==> src/rtl/bcrypt_output_collector_if.sv <==
// Proxy-side serial result lines plus the consumer FIFO read port of the output collector.
interface bcrypt_output_collector_if #(
  parameter int NUM_PROXY = 4
);
  logic [NUM_PROXY-1:0] proxy_empty;
  logic [NUM_PROXY-1:0] proxy_rd_en;
  logic [NUM_PROXY-1:0] proxy_dout;
  logic                 rd_en;
  logic                 empty;
  logic [15:0]          dout;
  logic                 timeout_err;

  // master: the collector itself; slave: proxies and consumer around it
  modport master (
    input  proxy_empty, proxy_dout, rd_en,
    output proxy_rd_en, empty, dout, timeout_err
  );
  modport slave (
    output proxy_empty, proxy_dout, rd_en,
    input  proxy_rd_en, empty, dout, timeout_err
  );
endinterface

==> src/rtl/bcrypt_output_collector.sv <==
// Round-robin poller of serial proxy results; deserializes one packet into a word buffer read as a FIFO.
// Optional BCRYPT_OUTPUT_CHECKSUM_EN appends an XOR-of-all-words checksum word to every packet.
module bcrypt_output_collector #(
  parameter int NUM_PROXY     = 4,
  parameter int PKT_WORDS     = 4,
  parameter int START_TIMEOUT = 16
) (
  input  logic                        CLK,
  input  logic                        rst,
  bcrypt_output_collector_if.master   bus
);
  localparam int NBITS = 16 * PKT_WORDS;
  localparam int BCW   = $clog2(NBITS);
`ifdef BCRYPT_OUTPUT_CHECKSUM_EN
  localparam int BUF_WORDS = PKT_WORDS + 1;
`else
  localparam int BUF_WORDS = PKT_WORDS;
`endif
  localparam int WCW  = (BUF_WORDS > 1) ? $clog2(BUF_WORDS) : 1;
  localparam int SELW = (NUM_PROXY > 1) ? $clog2(NUM_PROXY) : 1;
  localparam int TCW  = $clog2(START_TIMEOUT);

  typedef enum logic [2:0] {S_SCAN, S_REQ, S_WAIT, S_SHIFT, S_OUT} state_e;

  state_e               state_q;
  logic [SELW-1:0]      sel_q;
  logic [NUM_PROXY-1:0] prd_en_q;
  logic                 empty_q;
  logic                 tmo_err_q;
  logic [TCW-1:0]       tmo_cnt_q;
  logic [BCW-1:0]       bit_cnt_q;
  logic [WCW-1:0]       word_cnt_q;
  logic [WCW-1:0]       rd_ptr_q;
  logic [15:0]          shreg_q;
  logic [15:0]          buf_q [BUF_WORDS];
`ifdef BCRYPT_OUTPUT_CHECKSUM_EN
  logic [15:0]          csum_q;
`endif

  logic            din;
  logic [15:0]     shreg_d;
  logic [SELW-1:0] sel_d;

  assign din     = bus.proxy_dout[sel_q];
  assign shreg_d = {din, shreg_q[15:1]};
  assign sel_d   = (sel_q == SELW'(NUM_PROXY - 1)) ? '0 : sel_q + 1'b1;

  always_ff @(posedge CLK) begin
    if (rst) begin
      state_q    <= S_SCAN;
      sel_q      <= '0;
      prd_en_q   <= '0;
      empty_q    <= 1'b1;
      tmo_err_q  <= 1'b0;
      tmo_cnt_q  <= '0;
      bit_cnt_q  <= '0;
      word_cnt_q <= '0;
      rd_ptr_q   <= '0;
      shreg_q    <= '0;
`ifdef BCRYPT_OUTPUT_CHECKSUM_EN
      csum_q     <= '0;
`endif
    end else begin
      prd_en_q <= '0;
      case (state_q)
        S_SCAN: begin
          if (!bus.proxy_empty[sel_q]) begin
            state_q  <= S_REQ;
            prd_en_q <= NUM_PROXY'(1) << sel_q;
          end else begin
            sel_q <= sel_d;
          end
        end
        S_REQ: begin
          tmo_cnt_q <= '0;
          state_q   <= S_WAIT;
`ifdef BCRYPT_OUTPUT_CHECKSUM_EN
          csum_q    <= '0;
`endif
        end
        S_WAIT: begin
          // a start bit on the limit cycle still wins over the timeout
          if (din) begin
            bit_cnt_q <= '0;
            state_q   <= S_SHIFT;
          end else if (tmo_cnt_q == TCW'(START_TIMEOUT - 1)) begin
            tmo_err_q <= 1'b1;
            sel_q     <= sel_d;
            state_q   <= S_SCAN;
          end else begin
            tmo_cnt_q <= tmo_cnt_q + 1'b1;
          end
        end
        S_SHIFT: begin
          shreg_q   <= shreg_d;
          bit_cnt_q <= bit_cnt_q + 1'b1;
          if (bit_cnt_q[3:0] == 4'hF) begin
            buf_q[word_cnt_q] <= shreg_d;
            word_cnt_q        <= word_cnt_q + 1'b1;
`ifdef BCRYPT_OUTPUT_CHECKSUM_EN
            csum_q            <= csum_q ^ shreg_d;
`endif
          end
          if (bit_cnt_q == BCW'(NBITS - 1)) begin
            bit_cnt_q  <= '0;
            word_cnt_q <= '0;
            empty_q    <= 1'b0;
            state_q    <= S_OUT;
`ifdef BCRYPT_OUTPUT_CHECKSUM_EN
            buf_q[PKT_WORDS] <= csum_q ^ shreg_d;
`endif
          end
        end
        S_OUT: begin
          // empty_q is low throughout OUT, so every rd_en here is a real pop
          if (bus.rd_en) begin
            if (rd_ptr_q == WCW'(BUF_WORDS - 1)) begin
              rd_ptr_q <= '0;
              empty_q  <= 1'b1;
              sel_q    <= sel_d;
              state_q  <= S_SCAN;
            end else begin
              rd_ptr_q <= rd_ptr_q + 1'b1;
            end
          end
        end
        default: state_q <= S_SCAN;
      endcase
    end
  end

  assign bus.proxy_rd_en = prd_en_q;
  assign bus.empty       = empty_q;
  assign bus.dout        = empty_q ? 16'h0000 : buf_q[rd_ptr_q];
  assign bus.timeout_err = tmo_err_q;
endmodule

==> src/flat_wrapper.sv <==
// flat-port wrapper written by rule: the top's interface ports become plain ports
module bcrypt_output_collector_flat 
#(
  parameter int NUM_PROXY     = 4,
  parameter int PKT_WORDS     = 4,
  parameter int START_TIMEOUT = 16
)
  (CLK, rst, bus_proxy_empty, bus_proxy_dout, bus_rd_en, bus_proxy_rd_en, bus_empty, bus_dout, bus_timeout_err);
  bcrypt_output_collector_if #(.NUM_PROXY(NUM_PROXY)) bus_i ();
  input  logic CLK;
  input  logic rst;
  input wire logic [$bits(bus_i.proxy_empty)-1:0] bus_proxy_empty;
  input wire logic [$bits(bus_i.proxy_dout)-1:0] bus_proxy_dout;
  input wire logic [$bits(bus_i.rd_en)-1:0] bus_rd_en;
  output wire logic [$bits(bus_i.proxy_rd_en)-1:0] bus_proxy_rd_en;
  output wire logic [$bits(bus_i.empty)-1:0] bus_empty;
  output wire logic [$bits(bus_i.dout)-1:0] bus_dout;
  output wire logic [$bits(bus_i.timeout_err)-1:0] bus_timeout_err;
  assign bus_i.proxy_empty = bus_proxy_empty;
  assign bus_i.proxy_dout = bus_proxy_dout;
  assign bus_i.rd_en = bus_rd_en;
  assign bus_proxy_rd_en = bus_i.proxy_rd_en;
  assign bus_empty = bus_i.empty;
  assign bus_dout = bus_i.dout;
  assign bus_timeout_err = bus_i.timeout_err;
  bcrypt_output_collector #(.NUM_PROXY(NUM_PROXY), .PKT_WORDS(PKT_WORDS), .START_TIMEOUT(START_TIMEOUT)) u_core (.CLK(CLK), .rst(rst), .bus(bus_i));
endmodule
==> config.mk <==
export PLATFORM = sky130hd
export DESIGN_NAME = bcrypt_output_collector_flat
export DESIGN_NICKNAME = d
export VERILOG_FILES = /design/src/rtl/bcrypt_output_collector_if.sv /design/src/rtl/bcrypt_output_collector.sv /design/src/flat_wrapper.sv
export SDC_FILE = /design/constraint.sdc
export NUM_CORES = 1
export LEC_CHECK = 0
export BUFFER_PORTS_ARGS = -buffer_cell sky130_fd_sc_hd__buf_2
export CORE_ASPECT_RATIO = 0.5
export CORE_MARGIN = 4
export CORE_UTILIZATION = 31
export CTS_BUF_LIST = sky130_fd_sc_hd__clkbuf_16
export CTS_CLUSTER_DIAMETER = 30
export DETAILED_ROUTE_END_ITERATION = 6
export PLACE_DENSITY = 0.48
export REMOVE_ABC_BUFFERS = 1
export SLEW_MARGIN = 15
export SYNTH_ARGS = -nofsm -noshare
export SYNTH_HDL_FRONTEND = slang
export SYNTH_SLANG_ARGS = --single-unit
export TNS_END_PERCENT = 100
==> constraint.sdc <==
create_clock -name CLK -period 4.6 [get_ports CLK]
set_clock_uncertainty 0.05 [all_clocks]
set_input_delay 0.69 -clock CLK [delete_from_list [all_inputs] [get_ports CLK]]
set_output_delay 0.69 -clock CLK [all_outputs]
set_load 0.01 [all_outputs]
[After elaboration in Yosys (flattened, before gate mapping)]
Memories as Yosys holds them, arrays and structs flattened. A register that Yosys moved wholly into a read port is not among the register bits.
Index checks and enable logic that the tools add are counted.
Word-level totals
  memories: 1
  logic and storage cells: 92
  memory bits (writable): 64
  register bits: 41
  bits of input ports: 11
  output and inout bits: 22
Memory list
  u_core.buf_q: depth 4, bits a word 16, rd ports 1, clocked after memory_dff 1, wr ports 1, line bcrypt_output_collector.sv:35  | logic [15:0] buf_q [BUF_WORDS];
Operators by class
  bitwise logic cells: 2
  shift-type cells: 1
  multiplexer cells: 38
  magnitude comparators: 1
  reductions and logical operators: 15
  eq/ne operators: 19
  add/subtract/negate cells: 5
Operators with widths (count)
  $mux 2: 11
  $mux 3: 6
  $mux 16: 1
  $pmux 3 s5: 1
  $mux 6: 2
  $pmux 6 s2: 1
  $ne 2x1->1 const B: 5
  $mux 1: 9
  $eq 4x4->1 const B: 2
  $mux 4: 2
  $ne 2x2->1 const B: 4
  $pmux 4 s2: 1
  $reduce_bool 2->1: 4
  $add 2x1->2 const B: 3
  $add 6x1->6 const B: 1
  $eq 3x2->1 const B: 2
  $eq 6x6->1 const B: 1
  $pmux 2 s3: 1
  $reduce_and 2->1: 3
  $reduce_and 3->1: 2
  $reduce_and 6->1: 1
  $reduce_and 5->1: 1
  $add 4x1->4 const B: 1
  $bmux 1 s2: 2
  12 further kinds: 14

[Logic depth before layout (Yosys ltp)]
  depth in word-level cells: 5
  mapped depth: 6

[Least setup slack after synthesis]
Ideal clock, no wire load.
  kind: flip-flop to output port
  start: register (tool-made name)
  end: output port bus_dout[0]
  required time: 3.860 ns
  arrival: 1.490 ns
  setup slack: 2.370 ns
  stages on the path, launching flop included: 5
  path buffers: 2
  cells stage by stage: dfxtp_1 > buf_2 > buf_2 > mux4_2 > nor2b_1
RTL lines
  to (decl): line flat_wrapper.sv:17  | output wire logic [$bits(bus_i.dout)-1:0] bus_dout;

==> flow_summary.ini <==
[run_status]
status = finished, final reports clean

[timing]
rsz0062_at_grt = no
drv_slew = 0
finalHoldViolations = 0
fin_crit_sh_pct = 62.5
layout_min_cycle_time_ns = 2.88
finalSetupViolCount = 0
worst_slew_pin_slew_ns = 0.919
clock.fmax_mhz = 348
fin_setup_tns_ns = 0
setup_ws_ns = 1.72
slew_headroom_pct = 38.7
hold_slack_ns = 0.430

[power_and_ir_drop]
p_sw_w = 0.000528
internal_power_w = 0.00150
vdd_drop_max_v = 0.000170
powerDensity_nw_per_um2 = 413
seqPwrFrac_pct = 53.0
clkPwrFrac_pct = 35.9
pwr-share-comb_pct = 11.1
p_leak_nw = 1.62
switching_share_pct = 26.0

[floorplan]
die_height_um = 91.2
dieArea_sq_um = 15900
coreArea_sq_um = 13600
die_w_um = 174
initial_core_util_pct = 31.7
pin_count = 33
num_rows = 30

[clock_tree]
cts_max_path_buffers = 2
cts_buffers = 9
cts_resized = 0
clk_latency_ns = 0.35
root_buffer = clkbuf_16
cts.sinks = 106
h-tree-depth = 3
hold_buffers = 0
cts_setup_buffers = 0
cts_tree = done
cts.clk_slew.worst_paths_ns = 0.07

[drt]
via_per_inst = 4.65
firstDrtPassIters = 4
met3_length_um = 293
avgRoutedWirePerCell_um = 14.9
highest_layer = met4
route.met2.wl_mm = 3.97
finalWirelength_mm = 8.12
drc = 0
vias = 2538
drt-met1-wl_mm = 3.71
antenna_left = 0
drtIter0Drc = 92

[cells_and_area]
multiInputGateArea_sq_um = 1430
final_core_util_pct = 36.3
layout_common_cells = edfxtp_1 (64), nand2_1 (43), dfxtp_1 (42)
fill_cells = 1324
area_delta_synth_final_pct = 14.6
insertedDiodeCount = 0
nets = 368
final_common_cell = edfxtp_1
register_area_sq_um = 2760
drive_gt1_share_pct = 21.2

[critical_path]
path_class = flop to primary output
r2r_slack_ns = 2.29
cp-end-kind = primary output
cp.required_ns = 3.86
path_max_fanout = 9
reg2reg_depth = 5
r2r_start = u_core.bit_cnt_q[0]
r2r_end = u_core.buf_q[1][13]
worst_setup_path_start_kind = flop
critical_path_arrival_ns = 2.14

[global_routing]
grt-ovfl-total = 0
grt_pass1_vias = 2578
grt_max_degree = 39
grt_usage_pct = 10.7
antenna_found_initial = 0
grt_pass1_wl_mm = 13.2

[logic_synthesis]
synth-seq-cells = 106
synth_seq_area_share_pct = 64.4
synth.avg_cell_area_sq_um = 13.4
ys.flop_type = edfxtp_1
synth_warnings = 0
ys_types = 45
synthCells = 320
async_reset_ff_share_pct = 0
synth-edff-count = 64
synth_area_sq_um = 4290

[placed_design]
place.gp.congestion = 0.716
io_buffers = 32
place_ws_ns = 2.02
dpl.hpwl_mm = 5.20

[min_path]
hold_path_startpoint = u_core.bus.timeout_err
hp-class = flop to flop
whs_endpoint = u_core.bus.timeout_err
min_path_cells = 2

[run]
maxCapViolCount = 0
## power groups by stage
stage                     Clock [W]  Combinational (W)  Sequential (W)
after floorplan                   0           0.000163         0.00109
after global placement            0           0.000225         0.00110
after detailed placement          0           0.000227         0.00110
after CTS                  0.000753           0.000228         0.00108
after global routing       0.000793           0.000254         0.00108
final                      0.000728           0.000225         0.00108
## cells in the mapped netlist (all sizes together), types with 6 or more instances
cell	instances	area share (%)
nor2	16	1.4
buf	6	0.82
edfxtp	64	45
ha	8	2.3
a21oi	22	2.6
nand2	43	3.8
o21ai	7	0.82
mux4	18	9.5
dfxtp	42	20
nor3	11	1.5
clkbuf	10	0.88
nor2b	17	2.5
nand3	8	0.93
inv	6	0.53
## how the worst max path moves through the flow
stage / from / end / slack, ns
3_5_place_dp: rst / u_core.buf_q[1][0] / 2.02
3_3_place_gp: flop / bus_dout[8] / 2.01
4_1_cts: flop / bus_dout[8] / 1.64
6_report: flop / bus_dout[13] / 1.72
2_1_floorplan: flop / bus_dout[0] / 2.26
5_1_grt: flop / bus_dout[13] / 1.50
## metal layers
metal	vias up	GRT usage, %
li1	1243	-
met1	1250	13.1
met2	31	18.0
met3	14	3.12
met4	0	4.21
met5	-	0
## kinds of logic after synthesis
family / Yosys count / synth area share [%]
adder cells (fa/ha/maj): 8 / 2.33
AO/OA/AOI/OAI: 47 / 6.94
multiplexers: 19 / 9.68
AND/OR/NAND/NOR: 116 / 14.0
XOR/XNOR: 2 / 0.408
flip-flops: 106 / 64.4
buffers and inverters: 22 / 2.22
## sequential cells by signal, summed over array words and instances, names as in the netlist, named ones only
name and count:
u_core.shreg_q 15, u_core.bus.empty 1, u_core.state_q 3, u_core.bus.proxy_rd_en 4
u_core.bit_cnt_q 6, u_core.word_cnt_q 2, u_core.tmo_cnt_q 4, u_core.bus.timeout_err 1
u_core.sel_q 2, u_core.rd_ptr_q 2, u_core.buf_q 64
## worst max-delay path, cell delays in order (launching register included)
cell and delay [ns]:
dfxtp_1 0.63, buf_4 0.33, mux4_2 0.51, nor2b_1 0.14
buf_2 0.17
## stage by stage
stage	power [W]	area [sq um]	instances
after floorplan	0.00125	4220	304
after global placement	0.00132	4630	530
after detailed placement	0.00132	4630	530
after CTS	0.00206	4920	546
after global routing	0.00213	4920	546
final	0.00203	4920	546
## area by class of cell
class	instances	share of cell area, %
sequential	106	56.2
multi-input combinational	192	29.1
tap	192	4.89
clock buffer	9	4.58
timing repair buffer	34	3.56
clock inverter	7	1.22
inverter	6	0.458
Note: power is estimated with default switching activity, not from simulation.
